## src/rtl/result_stack.sv

```systemverilog
// LIFO stack that captures results from an upstream add/sub stage on each
// rising edge of its completion flag and returns them to a consumer on pop.
module result_stack #(
    parameter int WIDTH = 3,
    parameter int DEPTH = 8
) (
    input  logic                       clk,
    input  logic                       rst,
    input  logic [WIDTH-1:0]           in_data,
    input  logic                       in_ready,
    input  logic                       pop,
    output logic [WIDTH-1:0]           out_data,
    output logic                       out_valid,
    output logic [$clog2(DEPTH):0]     count,
    output logic                       full,
    output logic                       empty,
    output logic                       overflow,
    output logic                       underflow
);

    localparam int AW = $clog2(DEPTH);
    localparam int CW = AW + 1;
    localparam logic [CW-1:0] DEPTH_C = CW'(DEPTH);
    localparam logic [CW-1:0] ZERO_C  = CW'(0);
    localparam logic [CW-1:0] ONE_C   = CW'(1);

    logic [WIDTH-1:0] mem_r [DEPTH];
    logic             rdy_d_r;
    logic [CW-1:0]    count_r;
    logic [WIDTH-1:0] out_data_r;
    logic             out_valid_r;
    logic             overflow_r;
    logic             underflow_r;

    logic             push_s;
    logic             is_full_s;
    logic             is_empty_s;
    logic [CW-1:0]    top_s;
    logic [CW-1:0]    count_nxt_s;
    logic [WIDTH-1:0] out_data_nxt_s;
    logic             out_valid_nxt_s;
    logic             overflow_nxt_s;
    logic             underflow_nxt_s;
    logic             mem_we_s;
    logic [AW-1:0]    mem_addr_s;

    // Next-state decode for the stack pointer, output word and sticky flags.
    always_comb begin
        push_s          = in_ready & ~rdy_d_r;
        is_full_s       = (count_r == DEPTH_C);
        is_empty_s      = (count_r == ZERO_C);
        top_s           = count_r - ONE_C;
        count_nxt_s     = count_r;
        out_data_nxt_s  = out_data_r;
        out_valid_nxt_s = 1'b0;
        overflow_nxt_s  = overflow_r;
        underflow_nxt_s = underflow_r;
        mem_we_s        = 1'b0;
        mem_addr_s      = count_r[AW-1:0];
        case ({push_s, pop})
            2'b11: begin
                // Combined push/pop swaps the top in place, so a full stack never overflows here.
                if (!is_empty_s) begin
                    out_data_nxt_s  = mem_r[top_s[AW-1:0]];
                    out_valid_nxt_s = 1'b1;
                    mem_we_s        = 1'b1;
                    mem_addr_s      = top_s[AW-1:0];
                end else begin
                    mem_we_s        = 1'b1;
                    mem_addr_s      = {AW{1'b0}};
                    count_nxt_s     = ONE_C;
                    underflow_nxt_s = 1'b1;
                end
            end
            2'b10: begin
                if (!is_full_s) begin
                    mem_we_s    = 1'b1;
                    count_nxt_s = count_r + ONE_C;
                end else begin
                    overflow_nxt_s = 1'b1;
                end
            end
            2'b01: begin
                if (!is_empty_s) begin
                    out_data_nxt_s  = mem_r[top_s[AW-1:0]];
                    out_valid_nxt_s = 1'b1;
                    count_nxt_s     = top_s;
                end else begin
                    underflow_nxt_s = 1'b1;
                end
            end
            default: begin
                count_nxt_s = count_r;
            end
        endcase
    end

    // Control and output registers; rdy_d resets high so a level already up at release is not a push.
    always_ff @(posedge clk) begin
        if (rst) begin
            rdy_d_r     <= 1'b1;
            count_r     <= ZERO_C;
            out_data_r  <= {WIDTH{1'b0}};
            out_valid_r <= 1'b0;
            overflow_r  <= 1'b0;
            underflow_r <= 1'b0;
        end else begin
            rdy_d_r     <= in_ready;
            count_r     <= count_nxt_s;
            out_data_r  <= out_data_nxt_s;
            out_valid_r <= out_valid_nxt_s;
            overflow_r  <= overflow_nxt_s;
            underflow_r <= underflow_nxt_s;
        end
    end

    // Storage array; contents are left as-is on reset because count alone defines validity.
    always_ff @(posedge clk) begin
        if (!rst && mem_we_s) begin
            mem_r[mem_addr_s] <= in_data;
        end
    end

    assign out_data  = out_data_r;
    assign out_valid = out_valid_r;
    assign count     = count_r;
    assign full      = is_full_s;
    assign empty     = is_empty_s;
    assign overflow  = overflow_r;
    assign underflow = underflow_r;

endmodule

```

## config.mk

```make
export PLATFORM = sky130hd
export DESIGN_NAME = result_stack
export DESIGN_NICKNAME = d
export VERILOG_FILES = /design/src/rtl/result_stack.sv
export SDC_FILE = /design/constraint.sdc
export NUM_CORES = 1
export LEC_CHECK = 0
export BUFFER_PORTS_ARGS = -buffer_cell sky130_fd_sc_hd__buf_4
export CAP_MARGIN = 10
export CORE_MARGIN = 5
export CORE_UTILIZATION = 57
export CTS_CLUSTER_DIAMETER = 40
export DETAILED_ROUTE_END_ITERATION = 10
export PLACE_DENSITY = 0.78
export RECOVER_POWER = 100
export SYNTH_ARGS = -nofsm -noshare
export SYNTH_HDL_FRONTEND = slang
export SYNTH_SLANG_ARGS = --single-unit
export TNS_END_PERCENT = 100
```

## constraint.sdc

```tcl
create_clock -name clk -period 3.05 [get_ports clk]
set_input_delay 0.305 -clock clk [delete_from_list [all_inputs] [get_ports clk]]
set_output_delay 0.305 -clock clk [all_outputs]
set_load 0.05 [all_outputs]
```

Word level (Yosys, flattened, before mapping)
Memory sizes are Yosys's and may differ from the RTL's. A register that Yosys moved wholly into a read port is not among the register bits.
Index checks and enable logic that the tools add are counted.
{"block": "classes", "n_addsub": 2, "eq_ne": 7, "n_mux": 11, "n_bitwise": 4, "reduce_logical": 10}
{"operator": "4-bit two-way mux", "count": 3}
{"operator": "4-bit one-hot mux with 3 select lines", "count": 1}
{"operator": "3-bit two-way mux", "count": 2}
{"operator": "2-bit != test (second input constant)", "count": 3}
{"operator": "2-bit AND reduction", "count": 3}
{"operator": "4-bit by 1-bit adder with 4-bit output (second input constant)", "count": 1}
{"operator": "2-bit == test (second input constant)", "count": 2}
{"operator": "4-bit == test (second input constant)", "count": 1}
{"operator": "4-bit logical NOT", "count": 1}
{"operator": "1-bit two-way mux", "count": 4}
{"operator": "4-bit AND reduction", "count": 1}
{"operator": "2-bit OR reduction", "count": 2}
{"operator": "4-bit by 1-bit subtractor with 4-bit output (second input constant)", "count": 1}
{"operator": "1-bit inverter", "count": 3}
{"operator": "3-bit nonzero test", "count": 1}
{"operator": "2-bit by 1-bit == test with 1-bit output (second input constant)", "count": 1}
{"operator": "1-bit one-hot mux with 2 select lines", "count": 1}
{"operator": "1-bit AND", "count": 1}
{"operator": "1-bit logical AND", "count": 1}
{"operator": "1-bit logical NOT", "count": 1}
{"block": "word_totals", "regBits": 8, "ramBits": 24, "inputBits": 7, "out_inout_bits": 12, "wordCells": 40, "n_memories": 1}
{"name": "mem_r", "words": 8, "word_bits": 3, "read_ports": 1, "rd_clocked_by_memory_dff": 1, "write_ports": 1, "line_no": "27", "source": "logic [WIDTH-1:0] mem_r [DEPTH];"}

Longest topological paths before layout
Gate-level depths: netlist (run 1).
{"block": "logic_depth", "ltp_word": 7, "depth_mapped": 9, "ltp_nobuf": 8}

Worst setup path before layout (run 1)
No wires, ideal clock.
{"block": "synth_timing", "path_type": "reg2reg", "from": "reg count_r[0], in the netlist count[0]", "to": "mem mem_r[6][0] (enable)", "setup_time_ns": 0.319, "arrival_ns": 2.507, "required_time_ns": 2.731, "path_slack_ns": 0.224, "stages_incl_launch_ff": 10, "path_buffers": 2, "period_less_slack_ns": 2.826, "path_cell_list": "dfxtp_1 > buf_2 > inv_1 > ha_1 > clkbuf_1 > nor2b_1 > o2bb2ai_1 > a22oi_1 > or2_2 > nor2_1"}
{"block": "synth_via", "elab_chain_len": 6, "elab_cells_between_ends": 10, "cone_classes": "1 x add/sub; 1 x eq/ne; 6 x mux; 2 x reduce/logical"}
{"item": "start: declaration", "line_no": "29", "source": "logic [CW-1:0] count_r;"}
{"item": "start signal: assignment", "line_no": "109", "source": "count_r <= count_nxt_s;"}
{"item": "4-bit == test", "line_no": "50", "source": "is_full_s = (count_r == DEPTH_C);"}
{"item": "1-bit two-way mux", "line_no": "76", "source": "if (!is_full_s) begin"}
{"item": "1-bit one-hot mux with 2 select lines", "line_no": "60", "source": "case ({push_s, pop})"}
{"item": "1-bit logical AND", "line_no": "119", "source": "if (!rst && mem_we_s) begin"}
{"item": "1-bit two-way mux", "line_no": "119"}
{"item": "1-bit two-way mux (not written as such)", "line_no": "120", "source": "mem_r[mem_addr_s] <= in_data;"}
{"item": "end: declaration", "line_no": "27"}
Several ways; a longest one is shown, not always the timed one.

Worst setup path in the final report (run 1)
{"block": "layout_timing", "from": "reg count_r[1], in the netlist count[1]", "to": "out full"}
{"block": "layout_via", "elab_chain_len": 1}
{"item": "4-bit == test", "line_no": "50"}
{"item": "end: declaration", "line_no": "15", "source": "output logic full,"}
No other way between the ends.

==> flow_metrics.env, run 1 <==
export IMPL_num_io_pins=19
export IMPL_cts_tree="built"
export IMPL_worst_path_dominant_cell_family="buffers and inverters"
export IMPL_num_antenna_cells=0
export IMPL_drive_gt1_frac=0.127
export IMPL_start_util=0.604
export IMPL_grt_usage=0.174
export IMPL_clock_root_buffer="clkbuf_4"
export IMPL_r2r_end="mem_r[6][0]"
export IMPL_synth_cell_types=38
export IMPL_period_needed_ns=2.48
export IMPL_yosysSeqAreaShare=0.560
export IMPL_start_kind="flop"
export IMPL_worstRegToRegCells=7
export IMPL_ys_seq_elements=35
export IMPL_drc=0
export IMPL_clock_skew_final_ns=0.00218
export IMPL_ff2ff_setup_slack_ns=0.66
export IMPL_antenna_found_initial=0
export IMPL_drt_first_pass_iters=4
export IMPL_rsz0062_at_grt="no"
export IMPL_cts_sinks=35
export IMPL_wire_per_inst_um=17.3
export IMPL_cts_reportedPaths_clkPinSlew_ns=0.11
export IMPL_wirelength_um=3270
export IMPL_status="finished, final reports clean"
export IMPL_holdCritStartpoint="in_ready"
export IMPL_ys_async_sr_fraction=0
export IMPL_cap_violations=0
export IMPL_slew_headroom=0.451
export IMPL_pwr_density_cell_mw_per_mm2=560
export IMPL_cts_made_buffers=5
export IMPL_hold_depth=2
export IMPL_drv_slew=0
export IMPL_min_to="rdy_d_r"
export IMPL_syn_to_final_growth_pct=8.41
export IMPL_end_kind="output port"
export IMPL_max_stage_delay_ns=0.51
export IMPL_die_area_mm2=0.00413
export IMPL_arrival_ns=2.18
export IMPL_vias=1131
export IMPL_period_share=0.814
export IMPL_die_y_um=64.3
export IMPL_synth_edf_count=24
export IMPL_avgViaCountPerCell=5.98
export IMPL_post_dp_hpwl_um=2390
export IMPL_io_buffers=18
export IMPL_syn_area_mm2=0.00168
export IMPL_post_cts_buffers=0
export IMPL_power_leakage_nw=0.620
export IMPL_synth_fp_nets=151
export IMPL_grt_pass1_vias=1154
export IMPL_critical_path_buf_inv_count=2
export IMPL_hp_class="input pin to flop"
export IMPL_gp_congestion=0.778
export IMPL_ir_drop_mv=0.456
export IMPL_clock_latency_ns=0.33
export IMPL_ant_nets=0
export IMPL_grt_max_degree=17
export IMPL_cp_slowest_cell="clkbuf_1"
export IMPL_power_w=0.00102
export IMPL_avgSynthCellArea_um2=12.1
export IMPL_cp_max_fo=9
export IMPL_synthCells=139
export IMPL_critical_path_class="flop to output port"
export IMPL_design_core_area_mm2=0.00278
export IMPL_clockBufferDepth=2
export IMPL_grt_pass1_wl_um=5620
export IMPL_ctsHtreeMaxLevel=2
export IMPL_fp_dieW_um=64.3
export IMPL_post_cts_resized=0
export IMPL_row_count=19
export IMPL_tightest_slew_ns=0.823
export IMPL_dr_first_iter_drc_count=63
export IMPL_layout_nets=169
export IMPL_overflow=0
export IMPL_finalSetupViolations=0
export IMPL_final_hold_violation_count=0
export IMPL_synthFlopType="edfxtp_1"
export IMPL_cp_data_required_time_ns=2.74
export IMPL_synth_warning_count=0
export IMPL_holdBufCountCts=0
export IMPL_setup_tns_final_ns=0
export IMPL_fmax_ghz=0.403
export IMPL_reg2reg_from="count[1]"
export IMPL_cp_cell_sequence="inv_1 -> ha_1 -> nor2b_1 -> and2_0 -> clkbuf_1"
[stage by stage]
step | utilization | cells | area [um^2] | setup slack [ns] | hold WS (ns)
finish | 0.655 | 189 | 1820 | 0.567 | 0.167
global route | 0.655 | 189 | 1820 | 0.396 | 0.165
CTS | 0.678 | 189 | 1890 | 0.682 | 0.167
detailed placement | 0.656 | 181 | 1820 | 0.686 | 0.467
global placement | 0.656 | 181 | 1820 | 0.839 | 0.452
floorplan | - | 139 | 1680 | 0.224 | 0.404
[cell type report]
cell class | instances | area [um^2]
Fill cell | 239 | 960
Sequential cell | 35 | 941
Multi-Input combinational cell | 89 | 671
Timing Repair Buffer | 19 | 82.6
Tap cell | 31 | 38.8
Clock buffer | 5 | 37.5
Inverter | 7 | 26.3
Clock inverter | 3 | 25.0
[Yosys cell counts, drive strengths merged (2+ instances only)]
master  instances  area, um^2
inv             7        26.3
nand2           3        11.3
ha              5        62.6
mux2i           4        40.0
edfxtp         24         721
nor3b           2        15.0
a211oi          4        30.0
mux4            6         135
o21ai           3        15.0
clkbuf          2        7.51
o21bai          2        15.0
a21oi          10        53.8
dfxtp          11         220
nor3            2        10.0
nor2           20        75.1
or2             2        12.5
or3             3        18.8
nand2b          3        18.8
a22oi           2        15.0
buf             6        30.0
nor2b           2        12.5
[cell usage in the layout (no fill, tap or decap), types with 2 or more instances in the layout]
cell      count
nand2_1       3
a211oi_1      4
clkbuf_4      5
or3_1         3
mux2i_1       4
a22oi_1       2
clkbuf_1     16
dfxtp_1      11
nand2b_1      3
buf_4         3
nor3_1        2
ha_1          5
o21ai_0       3
o21bai_1      2
mux4_2        6
nor2_1       20
a21oi_1      10
edfxtp_1     24
inv_1         7
nor2b_1       2
or2_2         2
nor3b_1       2
clkinv_4      2
[worst reg2reg max path: stages (launching register included)]
cell       delay, ns
dfxtp_1         0.51
inv_1           0.10
ha_1            0.43
nor2b_1         0.25
o2bb2ai_1       0.16
a22oi_1         0.08
or2_2           0.31
nor2_1          0.24
[logic make-up (layout without fill, tap and decap cells)]
logic type                 count (synthesis)  count (layout)  share of synthesized area
adders and majority gates                  5               5                     0.0372
and+or+nand+nor                           42              42                      0.125
DFF                                       35              35                      0.560
xor gates and xnor gates                   1               1                    0.00521
muxes                                     10              10                      0.104
buffers and inverters                     15              34                     0.0380
AOI/OAI and AO/OA                         31              31                      0.130
[routing by layer]
| layer | track usage | up-vias | wire, um |
|---|---|---|---|
| li1 | - | 550 | - |
| met1 | 0.249 | 547 | 1520 |
| met2 | 0.260 | 30 | 1520 |
| met3 | 0.0455 | 4 | 206 |
| met4 | 0.0534 | 0 | 29 |
| met5 | 0 | - | 0 |
[state kept, by name (all words and copies together), names as in the netlist]
signal,flops
mem_r,24
underflow,1
overflow,1
count,4
out_valid,1
rdy_d_r,1
out_data,3
[worst max-delay path by stage]
stage	slack, ns	cells past startpoint	to	start
CTS	0.68	7	mem_r[6][0]	count[1]
global route	0.40	5	full	count[1]
global placement	0.84	7	mem_r[6][0]	count[1]
floorplan	0.22	9	mem_r[6][0]	count[0]
detailed placement	0.69	7	mem_r[7][2]	count[1]
finish	0.57	5	full	count[1]
[where the power goes]
part | internal, W | switching, W | total (W)
combinational | 0.0000775 | 0.000155 | 0.000232
clock | 0.0000923 | 0.000163 | 0.000256
sequential | 0.000521 | 0.0000107 | 0.000531
(Power assumes the default switching activity.)
==> inputs of run 2 (changes only) <==
--- a/config.mk
+++ b/config.mk
@@ -8,10 +8,10 @@
 export BUFFER_PORTS_ARGS = -buffer_cell sky130_fd_sc_hd__buf_4
 export CAP_MARGIN = 10
 export CORE_MARGIN = 5
-export CORE_UTILIZATION = 57
+export CORE_UTILIZATION = 51
 export CTS_CLUSTER_DIAMETER = 40
 export DETAILED_ROUTE_END_ITERATION = 10
-export PLACE_DENSITY = 0.78
+export PLACE_DENSITY = 0.74
 export RECOVER_POWER = 100
 export SYNTH_ARGS = -nofsm -noshare
 export SYNTH_HDL_FRONTEND = slang
==> constraint.sdc (replaced) <==
create_clock -name clk -period 2.2 [get_ports clk]
set_input_delay 0.22 -clock clk [delete_from_list [all_inputs] [get_ports clk]]
set_output_delay 0.22 -clock clk [all_outputs]
set_load 0.05 [all_outputs]
==> run 2 against run 1 <==
  * Sequential power is 38% higher
  * Via count is 0.18% higher
  * Worst setup slack worse by 0.42 ns
  * Sequential share of layout area is 2.9 points lower
  * Global-route usage is 0.94 points lower
  * Critical path depth is 2 higher
  * Sequential cell count stayed put
  * Die area is 9.9% higher
  * Largest cell class unchanged
==> flow_metrics.env, run 2 (synthesized netlist as in run 1, its figures left out) <==
export IMPL_status="finished, final reports clean"
export IMPL_post_dp_hpwl_um=2320
export IMPL_num_antenna_cells=0
export IMPL_antenna_found_initial=0
export IMPL_die_y_um=67.4
export IMPL_wire_per_inst_um=15.4
export IMPL_cp_max_fo=7
export IMPL_cp_data_required_time_ns=2.25
export IMPL_clock_latency_ns=0.34
export IMPL_post_cts_resized=0
export IMPL_drive_gt1_frac=0.235
export IMPL_fp_dieW_um=67.4
export IMPL_start_util=0.542
export IMPL_num_io_pins=19
export IMPL_reg2reg_from="count[0]"
export IMPL_r2r_end="mem_r[7][0]"
export IMPL_pwr_density_cell_mw_per_mm2=803
export IMPL_largest_register="mem_r"
export IMPL_cap_violations=0
export IMPL_post_dp_cell_area_mm2=0.00192
export IMPL_cp_cell_sequence="inv_1 -> ha_2 -> nor2b_1 -> and2_1 -> a22oi_1 -> or2_4 -> nor2_2"
export IMPL_worst_path_dominant_cell_family="simple AND/OR/NAND/NOR gates"
export IMPL_row_count=20
export IMPL_vias=1133
export IMPL_grt_max_degree=17
export IMPL_drc=0
export IMPL_grt_pass1_vias=1087
export IMPL_cts_sinks=35
export IMPL_finalSetupViolations=0
export IMPL_tightest_slew_ns=0.727
export IMPL_period_share=0.934
export IMPL_power_w=0.00156
export IMPL_design_core_area_mm2=0.00310
export IMPL_ctsHtreeMaxLevel=2
export IMPL_ir_drop_mv=0.370
export IMPL_arrival_ns=2.10
export IMPL_hp_class="input pin to flop"
export IMPL_cp_num_cells=7
export IMPL_power_leakage_nw=0.670
export IMPL_gp_congestion=0.799
export IMPL_syn_to_final_growth_pct=15.4
export IMPL_largest_register_ffs=24
export IMPL_ant_nets=0
export IMPL_die_area_mm2=0.00454
export IMPL_grt_pass1_wl_um=5400
export IMPL_design_area_mm2=0.00194
export IMPL_period_needed_ns=2.06
export IMPL_start_kind="flop"
export IMPL_final_hold_violation_count=0
export IMPL_drt_first_pass_iters=4
export IMPL_io_buffers=18
export IMPL_critical_path_class="flop to flop"
export IMPL_multi_input_area_um2=706
export IMPL_layout_nets=173
export IMPL_cts_tree="built"
export IMPL_grt_usage=0.165
export IMPL_avgViaCountPerCell=5.50
export IMPL_min_to="rdy_d_r"
export IMPL_setup_tns_final_ns=0
export IMPL_clock_root_buffer="clkbuf_4"
export IMPL_mostFrequentLayoutCells="edfxtp_1 (24), nor2_1 (18), clkbuf_1 (13), dfxtp_1 (9), a21oi_1 (8)"
export IMPL_critical_path_buf_inv_count=1
export IMPL_holdCritStartpoint="in_ready"
export IMPL_max_stage_delay_ns=0.36
export IMPL_clockBufferDepth=2
export IMPL_cp_slowest_cell="dfxtp_4"
export IMPL_worstRegToRegCells=7
export IMPL_post_cts_buffers=0
export IMPL_hold_depth=2
export IMPL_fill_cells=273
export IMPL_slew_headroom=0.515
export IMPL_register_area_um2=946
export IMPL_overflow=0
export IMPL_end_kind="flop"
export IMPL_holdBufCountCts=0
export IMPL_layout_commonest_cell="edfxtp_1"
export IMPL_ff2ff_setup_slack_ns=0.14
export IMPL_dr_first_iter_drc_count=97
export IMPL_rsz0062_at_grt="no"
export IMPL_fmax_ghz=0.487
export IMPL_clock_skew_final_ns=0.0103
export IMPL_cts_reportedPaths_clkPinSlew_ns=0.12
export IMPL_drv_slew=0
export IMPL_wirelength_um=3170
export IMPL_cts_made_buffers=5
[run 2: changes by cell type in the layout (fill, tap and decap cells not counted), moves of 2 or more]
cell      delta
a21oi_1      -2
a21oi_2      +2
buf_4        +4
clkbuf_1     -3
clkbuf_4     +2
dfxtp_1      -2
ha_1         -3
ha_2         +3
nor2_1       -2
[run 2: worst max path at each step]
stage / to / startpoint
after floorplan: mem_r[0][0] / count[0]
after global placement: mem_r[2][0] / rdy_d_r
after detailed placement: mem_r[2][0] / rdy_d_r
after CTS: mem_r[2][0] / rdy_d_r
after global routing: count[1] / rdy_d_r
final: mem_r[7][0] / count[0]
[run 2: power breakdown]
group | switching, W | internal, W
clock | 0.000232 | 0.000245
combinational | 0.000225 | 0.000123
sequential | 0.0000106 | 0.000723
total | 0.000467 | 0.00109
[run 2: cell type report]
class,instances,area share
sequential,35,0.488
tap,44,0.0284
clock buffer,5,0.0194
inverter,7,0.0135
clock inverter,3,0.0245
multi-input combinational,89,0.364
timing repair buffer,23,0.0626
[run 2: stage by stage]
| stage | worst slack, ns | utilization | hold slack [ns] | std cells |
|---|---|---|---|---|
| 2_1_floorplan | 0.0179 | - | 0.319 | 139 |
| 3_3_place_gp | 0.168 | 0.619 | 0.424 | 198 |
| 3_5_place_dp | 0.115 | 0.619 | 0.422 | 198 |
| 4_1_cts | 0.0887 | 0.647 | 0.0677 | 206 |
| 5_1_grt | 0.0206 | 0.625 | 0.0544 | 206 |
| 6_report | 0.145 | 0.625 | 0.0778 | 206 |
[run 2: layer usage]
metal,vias up,GRT usage,wire length (um)
met5,-,0,0
met4,0,0.0456,37
met3,6,0.0499,192
met2,34,0.237,1400
met1,530,0.242,1540
li1,563,-,-
